### src/rtl/mode_ctrl_57.sv
// Mode controller for a digital clock: debounces four push-buttons and steps
// RUN/CORRECT/ALARM/STOPWATCH, with field select, gated key strobes and idle timeout.
module mode_ctrl_57 #(
  parameter int DEBOUNCE_CYC = 1000000,
  parameter int TIMEOUT_S    = 30
) (
  input  logic       clk_50m_57,
  input  logic       rst_n_57,
  input  logic       clk_1_57,
  input  logic       key_mode_57,
  input  logic       key_select_57,
  input  logic       key_add_57,
  input  logic       key_sub_57,
  output logic [1:0] mode_57,
  output logic       clock_e_57,
  output logic       correct_e_57,
  output logic       alarm_e_57,
  output logic       sw_e_57,
  output logic [2:0] select_57,
  output logic       add_pulse_57,
  output logic       sub_pulse_57
);

  localparam int CNT_W  = $clog2(DEBOUNCE_CYC + 1);
  localparam int IDLE_W = $clog2(TIMEOUT_S + 1);
  localparam logic [CNT_W-1:0]  DB_LAST   = CNT_W'(DEBOUNCE_CYC - 1);
  localparam logic [IDLE_W-1:0] TIMEOUT_V = IDLE_W'(TIMEOUT_S);

  typedef enum logic [1:0] {
    S_RUN     = 2'b00,
    S_CORRECT = 2'b01,
    S_ALARM   = 2'b10,
    S_SW      = 2'b11
  } state_t;

  // Key index: 0 mode, 1 select, 2 add, 3 sub
  logic [3:0]       w_raw;
  logic [3:0]       r_sync1;
  logic [3:0]       r_sync2;
  logic [3:0]       r_db;
  logic [3:0]       r_db_q;
  logic [3:0]       r_armed;
  logic [1:0]       r_warm;
  logic [CNT_W-1:0] r_cnt [4];
  logic [3:0]       w_pulse;
  logic             w_mode_p;
  logic             w_sel_p;
  logic             w_add_p;
  logic             w_sub_p;

  logic              r_clk1_q;
  logic              w_clk1_rise;
  state_t            r_state;
  state_t            w_state_nx;
  logic [2:0]        r_select;
  logic [2:0]        w_select_nx;
  logic [IDLE_W-1:0] r_idle;
  logic [IDLE_W-1:0] w_idle_nx;
  logic              w_setting;
  logic [3:0]        r_en;
  logic              r_add;
  logic              r_sub;

  assign w_raw = {key_sub_57, key_add_57, key_select_57, key_mode_57};

  // A key only becomes armed once the filled synchronizer has seen it released,
  // so a button held through reset release never produces a press.
  always_ff @(posedge clk_50m_57 or negedge rst_n_57) begin
    if (!rst_n_57) begin
      r_sync1 <= '0;
      r_sync2 <= '0;
      r_db_q  <= '0;
      r_armed <= '0;
      r_warm  <= '0;
    end else begin
      r_sync1 <= w_raw;
      r_sync2 <= r_sync1;
      r_db_q  <= r_db;
      if (r_warm != 2'd2) r_warm <= r_warm + 2'd1;
      r_armed <= r_armed | ({4{r_warm == 2'd2}} & ~r_sync2);
    end
  end

  always_ff @(posedge clk_50m_57 or negedge rst_n_57) begin
    if (!rst_n_57) begin
      r_db <= '0;
      for (int k = 0; k < 4; k++) r_cnt[k] <= '0;
    end else begin
      for (int k = 0; k < 4; k++) begin
        if (r_sync2[k] != r_db[k]) begin
          if (r_cnt[k] == DB_LAST) begin
            r_db[k]  <= r_sync2[k];
            r_cnt[k] <= '0;
          end else begin
            r_cnt[k] <= r_cnt[k] + CNT_W'(1);
          end
        end else begin
          r_cnt[k] <= '0;
        end
      end
    end
  end

  assign w_pulse  = r_db & ~r_db_q & r_armed;
  assign w_mode_p = w_pulse[0];
  assign w_sel_p  = w_pulse[1] & ~w_pulse[0];
  assign w_add_p  = w_pulse[2] & ~|w_pulse[1:0];
  assign w_sub_p  = w_pulse[3] & ~|w_pulse[2:0];

  assign w_clk1_rise = clk_1_57 & ~r_clk1_q;
  assign w_setting   = (r_state == S_CORRECT) || (r_state == S_ALARM);

  always_comb begin
    w_state_nx  = r_state;
    w_select_nx = r_select;
    w_idle_nx   = r_idle;
    if (!w_setting) w_idle_nx = '0;
    if (w_mode_p) begin
      case (r_state)
        S_RUN:     w_state_nx = S_CORRECT;
        S_CORRECT: w_state_nx = S_ALARM;
        S_ALARM:   w_state_nx = S_SW;
        S_SW:      w_state_nx = S_RUN;
        default:   w_state_nx = S_RUN;
      endcase
      if ((w_state_nx == S_CORRECT) || (w_state_nx == S_ALARM)) w_select_nx = 3'b001;
      w_idle_nx = '0;
    end else if (w_setting) begin
      // Leaving at TIMEOUT_V also keeps the counter from ever passing it.
      if (r_idle == TIMEOUT_V) begin
        w_state_nx = S_RUN;
        w_idle_nx  = '0;
      end else if (w_sel_p || w_add_p || w_sub_p) begin
        w_idle_nx = '0;
        if (w_sel_p) w_select_nx = {r_select[1:0], r_select[2]};
      end else if (w_clk1_rise) begin
        w_idle_nx = r_idle + IDLE_W'(1);
      end
    end
  end

  always_ff @(posedge clk_50m_57 or negedge rst_n_57) begin
    if (!rst_n_57) begin
      r_state  <= S_RUN;
      r_select <= 3'b001;
      r_idle   <= '0;
      r_clk1_q <= 1'b0;
      r_en     <= 4'b0001;
      r_add    <= 1'b0;
      r_sub    <= 1'b0;
    end else begin
      r_state  <= w_state_nx;
      r_select <= w_select_nx;
      r_idle   <= w_idle_nx;
      r_clk1_q <= clk_1_57;
      r_en     <= {r_state == S_SW, r_state == S_ALARM, r_state == S_CORRECT, r_state == S_RUN};
      r_add    <= w_add_p & (r_state != S_RUN);
      r_sub    <= w_sub_p & (r_state != S_RUN);
    end
  end

  assign mode_57      = r_state;
  assign clock_e_57   = r_en[0];
  assign correct_e_57 = r_en[1];
  assign alarm_e_57   = r_en[2];
  assign sw_e_57      = r_en[3];
  assign select_57    = r_select;
  assign add_pulse_57 = r_add;
  assign sub_pulse_57 = r_sub;

endmodule

### config.mk
export PLATFORM = sky130hd
export DESIGN_NAME = mode_ctrl_57
export DESIGN_NICKNAME = d
export VERILOG_FILES = /design/src/rtl/mode_ctrl_57.sv
export SDC_FILE = /design/constraint.sdc
export NUM_CORES = 1
export LEC_CHECK = 0
export ABC_CLOCK_PERIOD_IN_PS = 5400
export BUFFER_PORTS_ARGS = -buffer_cell sky130_fd_sc_hd__buf_4
export CORE_AREA = 2 2 105 107
export DETAILED_ROUTE_END_ITERATION = 7
export DIE_AREA = 0 0 107 109
export PLACE_DENSITY = 0.72
export SYNTH_ARGS = -nofsm -noshare
export SYNTH_HDL_FRONTEND = slang
export SYNTH_SLANG_ARGS = --single-unit
### constraint.sdc
create_clock -name clk_50m_57 -period 5.4 [get_ports clk_50m_57]
set_clock_uncertainty 0.1 [all_clocks]
set_input_delay 1.35 -clock clk_50m_57 [delete_from_list [all_inputs] [get_ports clk_50m_57]]
set_output_delay 1.35 -clock clk_50m_57 [all_outputs]
set_load 0.02 [all_outputs]
==> summary.md <==
| Metric | Value |
|---|---|
| CP startpoint kind | flop |
| I/O pin count | 18 |
| Worst-Margin Slew | around 0.83 ns |
| Register area share after synthesis | between 50% and 60% |
| Pwr per Cell Area | around 320 nW/um2 |
| DP Area | 5870 um2 |
| Worst Hold Class | flop to flop |
| Worst Path Buf+Inv | 1 |
| Most frequent cell after synthesis | dfrtp_1 |
| Nets@finish | slightly below 600 |
| RSZ-0062 raised after global routing | false |
| Synthesized instance count | 551 |
| Antenna fix cells | 0 |
| Highest Signal Layer | met4 |
| Starting DRT DRC Count | 214 |
| Total gr overflow | 0 |
| Hold path cells | 0 |
| Routed met1 length | between 4000 and 5000 um |
| Via Count | 4117 |
| Layout filler cell count | 838 |
| CTS Buf Count | 17 |
| Met3 wire len | roughly 330 um |
| Top cells by instance count after synthesis | dfrtp_1, nor2_1, nand2_1 |
| Clock Sinks | between 100 and 150 |
| CP cell instances | buf_4 |
| Maximum vdd drop | around 0.16 mV |
| Post-synth top area share | between 50% and 60% |
| Outcome | complete, no violations |
| Met2 WL | between 5000 and 6000 um |
| WL final | 10600 um |
| Clock transition at the registers of the reported paths | 0.06 ns |
| Post-Route Setup TNS | 0 ns |
| Port-buffer cells | 17 |
| Endpoint class of the critical path | output port |
| Hold Fails Final Rpt | 0 |
| FF-to-FF path depth | 4 |
| Worst R2R Setup Slack | 2.86 ns |
| CTS HTree Levels | 4 |
| Req. time, crit path | about 4 ns |
| Die Span Y | between 100 and 150 um |
| Row count | 38 |
| Mean Syn Cell Area | between 10 and 15 um2 |
| EDFF count, synth | 0 |
| Pleak | between 0.002 and 0.003 uW |
| Largest net degree at the start of global routing | 46 |
| Post-CTS Hold Fix Bufs | 0 |
| Crit path max fanout | 3 |
| Global placer's final weighted congestion | about 0.80 |
| Synth area leader | dfrtp_1 |
| Synth Flop Type | dfrtp_1 |
| ANT nets after route | 0 |
| Worst hold endpoint | r_sync2[2] |
| Syn nets | 569 |
| Power Total | approximately 2100 uW |
| Worst slew margin | 44.8% |
| Global Route Usage Sum | 19.9% |
| Ranking of synthesized cells by area | dfrtp_1, nor2_1, xor2_1, xnor2_1, nand3_1 |
| Max Cap Viol | 0 |
| Worst hold start | r_sync1[2] |
| #FFs+latches synth | between 100 and 150 |
| Die Width | 107 um |
| Asr flop ratio synth | 100% |
| Final Instance Area | between 6000 and 7000 um2 |
| First-pass GRT wire length | roughly 18000 um |
| CTS tree | yes |
| HPWL Detailed | slightly above 7000 um |
| Antenna violations before repair | 0 |
| Post-DR wirelength/cell | 14.5 um |
| Crit path time final | between 2 and 3 ns |
| Fmax | between 300 and 400 MHz |
| Levels on crit path | 1 |
| DRC Markers | 0 |
| Vias in the first global route | about 4100 |
| Synthesized cell area | 5620 um2 |
| Crit path max-delay family | flip-flops |
| Initial Utilization | 53.0% |
| Netlist cell types | between 50 and 60 |
| DRT Pass-1 Iters | 6 |
| Critical path's slowest cell | dfstp_2 |
| Reg-to-reg startpoint | r_cnt[48] |
| Final period util | 49.1% |
| Worst-skew pair later-pin latency | roughly 0.51 ns |
| Vias/cell | between 5 and 6 |
| Area growth syn-to-layout | 15.3% |
| Core ar. | about 11000 um2 |
| Final Max Slew Viols | 0 |
| Yosys warns | 0 |
| Share of layout cells above drive strength 1 | 12.4% |
| Max incr delay on CP | around 0.55 ns |
| Root buffer cell | clkbuf_8 |
| Post-CTS sizing | 0 |
| Critical path arrival | 1.20 ns |
| FF-to-FF End | r_cnt[54] |
| CTS Buffer Depth | 2 |
| Crit Path Class | flop to output port |
| Final setup viols | 0 |
| Die ar. | ~12000 um2 |
| Setup Buffers After CTS | 0 |
==> cells in the final DEF (no fill, tap or decap), types with 3 or more instances in the layout <==
master,instances
buf_4,22
xnor2_1,28
nor4_1,11
nand3_1,30
and3_1,6
mux2_2,4
and4_1,6
inv_1,20
o21ai_0,14
nand4_1,24
nor4b_1,4
and2_1,3
a21o_1,4
dfrtp_1,117
or4_1,16
ha_1,11
nor2_1,70
o31ai_1,10
or3_1,9
nand2_1,38
clkinv_4,3
nor3_1,17
clkbuf_16,16
clkinvlp_4,4
a21oi_1,23
bufinv_16,3
xor2_1,29
==> cell families (layout without fill, tap and decap cells) <==
logic type / after synthesis / count (layout) / synth area share, %
simple gates: 258 / 258 / 24.7
fa+ha+maj: 11 / 11 / 2.45
xor+xnor: 57 / 57 / 8.89
buf+inv: 38 / 74 / 2.90
mux: 4 / 4 / 0.802
flops: 119 / 119 / 53.1
compound gates: 64 / 64 / 7.20
==> routing by layer <==
| layer | up-vias | global-route usage (%) |
|---|---|---|
| met5 | - | 0 |
| met4 | 0 | 7.98 |
| met3 | 13 | 5.44 |
| met2 | 72 | 34.1 |
| met1 | 2022 | 24.1 |
| li1 | 2010 | - |
==> sequential cells by signal, indices dropped and copies added (netlist names) <==
name and flops:
sub_pulse_57 1, r_db_q 4, r_sync1 4, r_cnt 80, r_clk1_q 1, r_idle 5, add_pulse_57 1, r_db 4
select_57 3, r_armed 4, r_warm 2, r_en 4, r_sync2 4, mode_57 2
==> worst max path at each step <==
stage	startpoint	end	slack, ns
after floorplan	clk_1_57	r_idle[4]	3.16
after global placement	r_cnt[48]	r_cnt[42]	2.91
after detailed placement	r_cnt[48]	r_cnt[45]	2.86
after CTS	select_57[0]	select_57[0]	2.73
after global routing	select_57[0]	select_57[0]	2.71
final	select_57[0]	select_57[0]	2.75
==> metrics by stage <==
stage,worst slack [ns],std cells,utilization (%),hold WS (ns)
floorplan,3.16,551,-,0.231
global placement,2.91,695,55.4,0.234
detailed placement,2.86,695,55.4,0.239
CTS,2.73,727,61.1,0.253
global route,2.71,727,61.1,0.257
finish,2.75,727,61.1,0.249
==> power by group <==
| group | total, uW | switching, uW | internal (uW) |
|---|---|---|---|
| Combinational | 52.5 | 37.4 | 15.1 |
| Clock | 1130 | 408 | 717 |
| Sequential | 915 | 11.7 | 903 |
==> layout make-up <==
class	count	area [um2]	area share [%]
clock buffers	18	428	6.61
well taps	140	175	2.71
repair buffers	22	165	2.55
flip-flops and latches	119	2980	46.0
clock inverters	14	174	2.69
inverters	20	75.1	1.16
multi-input cells	394	2480	38.3
Note: power is estimated with default switching activity, not from simulation.
